==> config.mk <==
export PLATFORM = sky130hd
export DESIGN_NAME = dcache_ctrl
export DESIGN_NICKNAME = d
export VERILOG_FILES = /design/src/rtl/dcache_pkg.sv /design/src/rtl/dcache_array.sv /design/src/rtl/dcache_ctrl.sv
export SDC_FILE = /design/constraint.sdc
export NUM_CORES = 2
export LEC_CHECK = 0
export ABC_AREA = 1
export BUFFER_PORTS_ARGS = -buffer_cell sky130_fd_sc_hd__buf_2
export CAP_MARGIN = 20
export CELL_PAD_IN_SITES_DETAIL_PLACEMENT = 0
export CELL_PAD_IN_SITES_GLOBAL_PLACEMENT = 2
export CORE_ASPECT_RATIO = 0.75
export CORE_MARGIN = 4
export CORE_UTILIZATION = 44
export CTS_BUF_LIST = sky130_fd_sc_hd__clkbuf_4 sky130_fd_sc_hd__clkbuf_8 sky130_fd_sc_hd__clkbuf_16
export CTS_CLUSTER_DIAMETER = 120
export DETAILED_ROUTE_END_ITERATION = 10
export PLACE_DENSITY_LB_ADDON = 0.12
export RECOVER_POWER = 50
export SKIP_LAST_GASP = 1
export SLEW_MARGIN = 20
export SYNTH_ARGS = -nofsm -noshare
export SYNTH_HDL_FRONTEND = slang
export SYNTH_SLANG_ARGS = --single-unit
==> constraint.sdc <==
create_clock -name clk -period 7.7 [get_ports clk]
set_input_delay 0.385 -clock clk [delete_from_list [all_inputs] [get_ports clk]]
set_output_delay 0.385 -clock clk [all_outputs]
set_load 0.01 [all_outputs]
==> src/rtl/dcache_pkg.sv <==
// dcache_pkg: shared widths, FSM state type and address field helpers for the data cache
package dcache_pkg;
    localparam int ADDR_W = 32;
    localparam int DATA_W = 32;
    localparam int IDX_W  = 6;
    localparam int TAG_W  = ADDR_W - IDX_W - 2;
    localparam int LINES  = 1 << IDX_W;

    typedef enum logic [1:0] {IDLE, RD, WR, DONE} state_t;

    function automatic logic [IDX_W-1:0] get_idx(input logic [ADDR_W-1:0] a);
        return a[IDX_W+1:2];
    endfunction

    function automatic logic [TAG_W-1:0] get_tag(input logic [ADDR_W-1:0] a);
        return a[ADDR_W-1:IDX_W+2];
    endfunction
endpackage

==> src/rtl/dcache_array.sv <==
// dcache_array: direct-mapped valid/tag/data storage, async read by index, sync write
module dcache_array
    import dcache_pkg::*;
(
    input  logic              clk,
    input  logic              rst,
    input  logic [IDX_W-1:0]  rd_idx,
    output logic              rd_valid,
    output logic [TAG_W-1:0]  rd_tag,
    output logic [DATA_W-1:0] rd_data,
    input  logic              we,
    input  logic [IDX_W-1:0]  wr_idx,
    input  logic [TAG_W-1:0]  wr_tag,
    input  logic [DATA_W-1:0] wr_data
);
    logic [LINES-1:0]  valid_q, valid_d;
    logic [TAG_W-1:0]  tag_q  [LINES];
    logic [TAG_W-1:0]  tag_d  [LINES];
    logic [DATA_W-1:0] data_q [LINES];
    logic [DATA_W-1:0] data_d [LINES];

    // a write always leaves the line valid with the written tag and data
    always_comb begin
        valid_d = valid_q;
        tag_d   = tag_q;
        data_d  = data_q;
        if (we) begin
            valid_d[wr_idx] = 1'b1;
            tag_d[wr_idx]   = wr_tag;
            data_d[wr_idx]  = wr_data;
        end
    end

    // valid bits clear asynchronously so reset invalidates the whole cache at once
    always_ff @(posedge clk or negedge rst) begin
        if (!rst) valid_q <= '0;
        else      valid_q <= valid_d;
    end

    // tag and data need no reset since valid gates every use
    always_ff @(posedge clk) begin
        tag_q  <= tag_d;
        data_q <= data_d;
    end

    assign rd_valid = valid_q[rd_idx];
    assign rd_tag   = tag_q[rd_idx];
    assign rd_data  = data_q[rd_idx];
endmodule

==> src/rtl/dcache_ctrl.sv <==
// dcache_ctrl: direct-mapped write-through no-allocate data cache with SRAM req/ack backend
module dcache_ctrl
    import dcache_pkg::*;
(
    input  logic              clk,
    input  logic              rst,
    input  logic              mem_r_en,
    input  logic              mem_w_en,
    input  logic [ADDR_W-1:0] addr,
    input  logic [DATA_W-1:0] wdata,
    output logic [DATA_W-1:0] rdata,
    output logic              ready,
    output logic              sram_req,
    output logic              sram_we,
    output logic [ADDR_W-1:0] sram_addr,
    output logic [DATA_W-1:0] sram_wdata,
    input  logic [DATA_W-1:0] sram_rdata,
    input  logic              sram_ack
);
    state_t            state_q, state_d;
    logic [ADDR_W-1:0] addr_q, addr_d;
    logic              is_wr_q, is_wr_d;
    logic              sram_req_q, sram_req_d;
    logic              sram_we_q, sram_we_d;
    logic [ADDR_W-1:0] sram_addr_q, sram_addr_d;
    logic [DATA_W-1:0] sram_wdata_q, sram_wdata_d;
    logic [ADDR_W-1:0] lk_addr, aligned;
    logic              rd_valid, hit, arr_we, idle_hit;
    logic [TAG_W-1:0]  rd_tag;
    logic [DATA_W-1:0] rd_data;

    assign aligned  = addr & ~ADDR_W'(3);
    assign lk_addr  = (state_q == IDLE) ? addr : addr_q;
    assign hit      = rd_valid && (rd_tag == get_tag(lk_addr));
    assign idle_hit = (state_q == IDLE) && mem_r_en && !mem_w_en && hit;

    dcache_array u_array (
        .clk      (clk),
        .rst      (rst),
        .rd_idx   (get_idx(lk_addr)),
        .rd_valid (rd_valid),
        .rd_tag   (rd_tag),
        .rd_data  (rd_data),
        .we       (arr_we),
        .wr_idx   (get_idx(addr_q)),
        .wr_tag   (get_tag(addr_q)),
        .wr_data  (is_wr_q ? sram_wdata_q : sram_rdata)
    );

    // next-state: latch the request in IDLE, hold SRAM signals until ack, one DONE cycle
    always_comb begin
        state_d      = state_q;
        addr_d       = addr_q;
        is_wr_d      = is_wr_q;
        sram_req_d   = sram_req_q;
        sram_we_d    = sram_we_q;
        sram_addr_d  = sram_addr_q;
        sram_wdata_d = sram_wdata_q;
        arr_we       = 1'b0;
        case (state_q)
            IDLE: if (mem_w_en || (mem_r_en && !hit)) begin
                state_d      = mem_w_en ? WR : RD;
                addr_d       = aligned;
                is_wr_d      = mem_w_en;
                sram_req_d   = 1'b1;
                sram_we_d    = mem_w_en;
                sram_addr_d  = aligned;
                sram_wdata_d = mem_w_en ? wdata : sram_wdata_q;
            end
            RD: if (sram_ack) begin
                state_d    = DONE;
                sram_req_d = 1'b0;
                arr_we     = 1'b1;
            end
            WR: if (sram_ack) begin
                state_d    = DONE;
                sram_req_d = 1'b0;
                sram_we_d  = 1'b0;
                arr_we     = hit;
            end
            default: state_d = IDLE;
        endcase
    end

    // FSM state and registered SRAM interface; reset aborts any transaction in flight
    always_ff @(posedge clk or negedge rst) begin
        if (!rst) begin
            state_q      <= IDLE;
            addr_q       <= '0;
            is_wr_q      <= 1'b0;
            sram_req_q   <= 1'b0;
            sram_we_q    <= 1'b0;
            sram_addr_q  <= '0;
            sram_wdata_q <= '0;
        end else begin
            state_q      <= state_d;
            addr_q       <= addr_d;
            is_wr_q      <= is_wr_d;
            sram_req_q   <= sram_req_d;
            sram_we_q    <= sram_we_d;
            sram_addr_q  <= sram_addr_d;
            sram_wdata_q <= sram_wdata_d;
        end
    end

    assign ready      = (state_q == DONE) || ((state_q == IDLE) && !mem_w_en && !(mem_r_en && !hit));
    assign rdata      = (idle_hit || (state_q == DONE && !is_wr_q)) ? rd_data : '0;
    assign sram_req   = sram_req_q;
    assign sram_we    = sram_we_q;
    assign sram_addr  = sram_addr_q;
    assign sram_wdata = sram_wdata_q;
endmodule

==> flow_summary_export.csv <==
group,metric,value,unit
sta,post-route-period-util,98.89,%
run,maxCapViolCount,52,
clocking,clock_path_buffers,4,
cells_and_area,final_common_cell,"nand2_1",
critical_path,cp-end-kind,"primary output",
critical_path,cp.required,7.32,ns
global_routing,grt.total_usage,28.85,%
clocking,cts_root_buf,"clkbuf_16",
cells_and_area,drive_above_1_share,9.868,%
drt,detail-route-antenna-nets,0,
power_and_ir_drop,p_comb_share,43.3,%
power_and_ir_drop,irDropWorstVdd,0.0004158,V
clocking,htree_levels,5,
place,place_ws,0.5730,ns
power_and_ir_drop,powerDensity,445.5,nW/um2
die,boundaryPins,200,
critical_path,rrSetupSlack,0.63,ns
sta,layout_min_cycle_time,7.614,ns
die,die-area,360400,um2
cells_and_area,syn_to_final_growth,14.50,%
critical_path,r2r-start,"state_q[0]",
die,start_util,44.15,%
place,hpwl,298900,um
worst_hold_path,whs_endpoint,"sram_wdata[19]",
drt,drc,0,
clocking,clkTransAtPathRegs,0.07,ns
drt,vias,105800,
clocking,cts_sinks,3715,
power_and_ir_drop,swShare,42.74,%
die,core,349500,um2
place,port_buffers,195,
sta,slew_violations,3332,
global_routing,antenna_found_initial,43,
yosys,avgSynthCellArea,11.65,um2
sta,rsz0062_at_grt,"false",
power_and_ir_drop,p_sw,33.65,mW
drt,drtIter0Drc,14040,
sta,tightest_slew,5.058,ns
yosys,seq_area_frac_synth,71.85,%
critical_path,r2r_end,"u_array.data_q[1353]",
clocking,worstSkewPairLatency,0.96,ns
power_and_ir_drop,power.leakage,65.23,nW
cells_and_area,num-nets-final,13620,
outcome,violations,"max-capacitance violations, max-slew violations",
sta,fin_setup_tns,0,ns
die,die_y,520.9,um
place,gp_congestion,0.8274,
drt,postRouteWirelength,532400,um
drt,drt-wirelength-per-cell,28.81,um
drt,avgViaCountPerCell,5.727,
worst_hold_path,hold_depth,4,
power_and_ir_drop,clkPwrFrac,23.2,%
worst_hold_path,hold_class,"primary input to register",
yosys,synth_cells,13250,
yosys,ys_warn_count,0,
die,die_w,691.9,um
critical_path,critPathMaxFanout,36,
yosys,synth_seq_cells,3715,
global_routing,grt_overflow,0,
sta,max_slew_margin,-237.2,%
sta,skew,0.04194,ns
yosys,netlist_area,154300,um2
critical_path,worstSetupPathType,"register to primary output",
cells_and_area,final_cell_mix,"nand2_1 (3,590), edfxtp_1 (3,584), nand3_1 (2,232)",
outcome,status,"complete, but fails checks",
clocking,cts_setup_buffers,0,
yosys,synth.distinct_cells,37,
drt,first_pass_iters,6,
critical_path,r2r.worst_path.cells,22,
power_and_ir_drop,seqPwrFrac,33.4,%
sta,fmax,0.1313,GHz
power_and_ir_drop,p_int,45.08,mW
power_and_ir_drop,total_power,78.73,mW
critical_path,startpoint_type,"register",
clocking,cts_buffers,376,
global_routing,grt_pass1_wl,746600,um
global_routing,grt_pass1_vias,99520,
critical_path,critPathArrivalTime,7.23,ns
sta,setup_viol,0,
worst_hold_path,worstHoldStart,"wdata[19]",
sta,finalWorstSetupSlack,0.08572,ns
die,std_cell_rows,188,
clocking,cts_tree,"done",
sta,hold_violations,0,
global_routing,grt_max_degree,172,
==> through the flow <==
step           area, um2  hold WS [ns]  utilization (%)  cells
3_3_place_gp      164100        0.4373            46.95  17720
4_1_cts           177000       0.05713            50.63  18470
6_report          176700        0.1547            50.56  18480
5_1_grt           176700        0.1241            50.55  18470
3_5_place_dp      164100        0.4394            46.95  17720
2_1_floorplan     154300       0.08941                -  13250
==> power by group through the flow <==
| stage | logic, mW | clock network, mW | registers (mW) |
|---|---|---|---|
| 4_1_cts | 34.0 | 18.6 | 25.9 |
| 6_report | 34.1 | 18.3 | 26.3 |
| 3_3_place_gp | 33.4 | 0 | 26.3 |
| 2_1_floorplan | 19.5 | 0 | 26.7 |
| 5_1_grt | 36.7 | 19.4 | 26.4 |
| 3_5_place_dp | 33.7 | 0 | 26.3 |
==> flip-flops by register name, summed over array words and instances (netlist names) <==
signal	count
sram_req	1
sram_addr	30
state_q	2
u_array.tag_q	1536
is_wr_q	1
sram_wdata	32
u_array.data_q	2048
sram_we	1
u_array.valid_q	64
==> per-layer routing <==
layer | GRT usage, % | vias up | part of all wire (%)
met4 | 8.103 | 2 | 3.1
met5 | 0 | - | 0.0024
li1 | - | 46860 | -
met2 | 42.40 | 4791 | 43
met3 | 4.384 | 760 | 8.8
met1 | 44.47 | 53410 | 45
==> repair_timing <==
item / in CTS / in global routing
endpoints found under the setup margin: 12 / 28
hold endpoints to repair: 153 / 0
resized for setup: 6 / 4
cloned: 1 / 0
hold buffers: 71 / 0
pin swaps: 1 / 0
==> cell usage after synthesis (all sizes together) <==
| master | count | area (um2) |
|---|---|---|
| mux2i | 4 | 40.04 |
| dfrtp | 131 | 3278 |
| a21oi | 387 | 1937 |
| buf | 369 | 1846 |
| nor3 | 74 | 370.4 |
| a31oi | 2 | 12.51 |
| o21ai | 127 | 639.4 |
| nand4 | 1 | 6.260 |
| nand3 | 2240 | 11250 |
| o22ai | 22 | 143.9 |
| nand3b | 9 | 67.56 |
| nand2 | 3610 | 13560 |
| o21a | 29 | 217.7 |
| or2 | 81 | 506.7 |
| clkbuf | 488 | 1832 |
| ha | 4 | 50.05 |
| conb | 1 | 3.750 |
| clkinv | 3 | 11.26 |
| edfxtp | 3584 | 107600 |
| inv | 1249 | 4688 |
| o211ai | 403 | 3025 |
| a32o | 248 | 2482 |
| nor2 | 160 | 600.6 |
| and2 | 1 | 6.260 |
| o21bai | 19 | 146.4 |
==> cell families (layout without fill, tap and decap cells) <==
group	Yosys count	after routing	share of synthesized area, %
compound gates	1237	1237	5.575
other cells	1	12	0.002430
buf+inv	2109	2674	5.427
mux	4	4	0.02594
flops	3715	3715	71.85
fa+ha+maj	4	4	0.03243
simple gates	6176	6176	17.08
==> worst max path at each step <==
| stage | cells past startpoint | start | endpoint | slack [ns] |
|---|---|---|---|---|
| final | 23 | state_q[0] | rdata[14] | 0.09 |
| after global routing | 14 | sram_addr[30] | rdata[14] | 0.04 |
| after CTS | 18 | state_q[0] | rdata[3] | 0.02 |
| after detailed placement | 23 | state_q[0] | u_array.data_q[1096] | 0.57 |
| after global placement | 27 | state_q[0] | u_array.data_q[850] | 0.58 |
| after floorplan | 23 | state_q[0] | u_array.data_q[1184] | 1.87 |
==> worst max-delay path: stages, from the launching register on <==
cell and delay, ns:
dfrtp_1 0.41, inv_1 0.11, ha_4 0.24, buf_4 0.25, o21ai_4 0.89, bufinv_16 0.32
buf_12 0.23, buf_12 0.27, nand3_1 0.13, nand3_1 0.14, nand3_1 0.23, nand3_1 0.29
nand3_1 0.16, nand2_1 0.07, nor2_1 0.31, nand2_1 0.10, nor2_1 0.20, nand3_4 0.24
o22ai_4 0.21, buf_12 0.21, buf_4 0.31, buf_4 0.15, o21a_1 0.18, buf_2 0.18
==> cell type report <==
| cell class | instances | area [um2] |
|---|---|---|
| Fill cell | 30400 | 172800 |
| Sequential cell | 3715 | 110900 |
| Multi-Input combinational cell | 7423 | 35550 |
| Clock buffer | 485 | 10410 |
| Timing Repair Buffer | 743 | 7395 |
| Tap cell | 4655 | 5824 |
| Inverter | 1252 | 4856 |
| Clock inverter | 193 | 1725 |
| Antenna cell | 10 | 25.02 |
| Timing Repair inverter | 1 | 8.758 |
No activity file was read; power rests on OpenSTA's default activity.
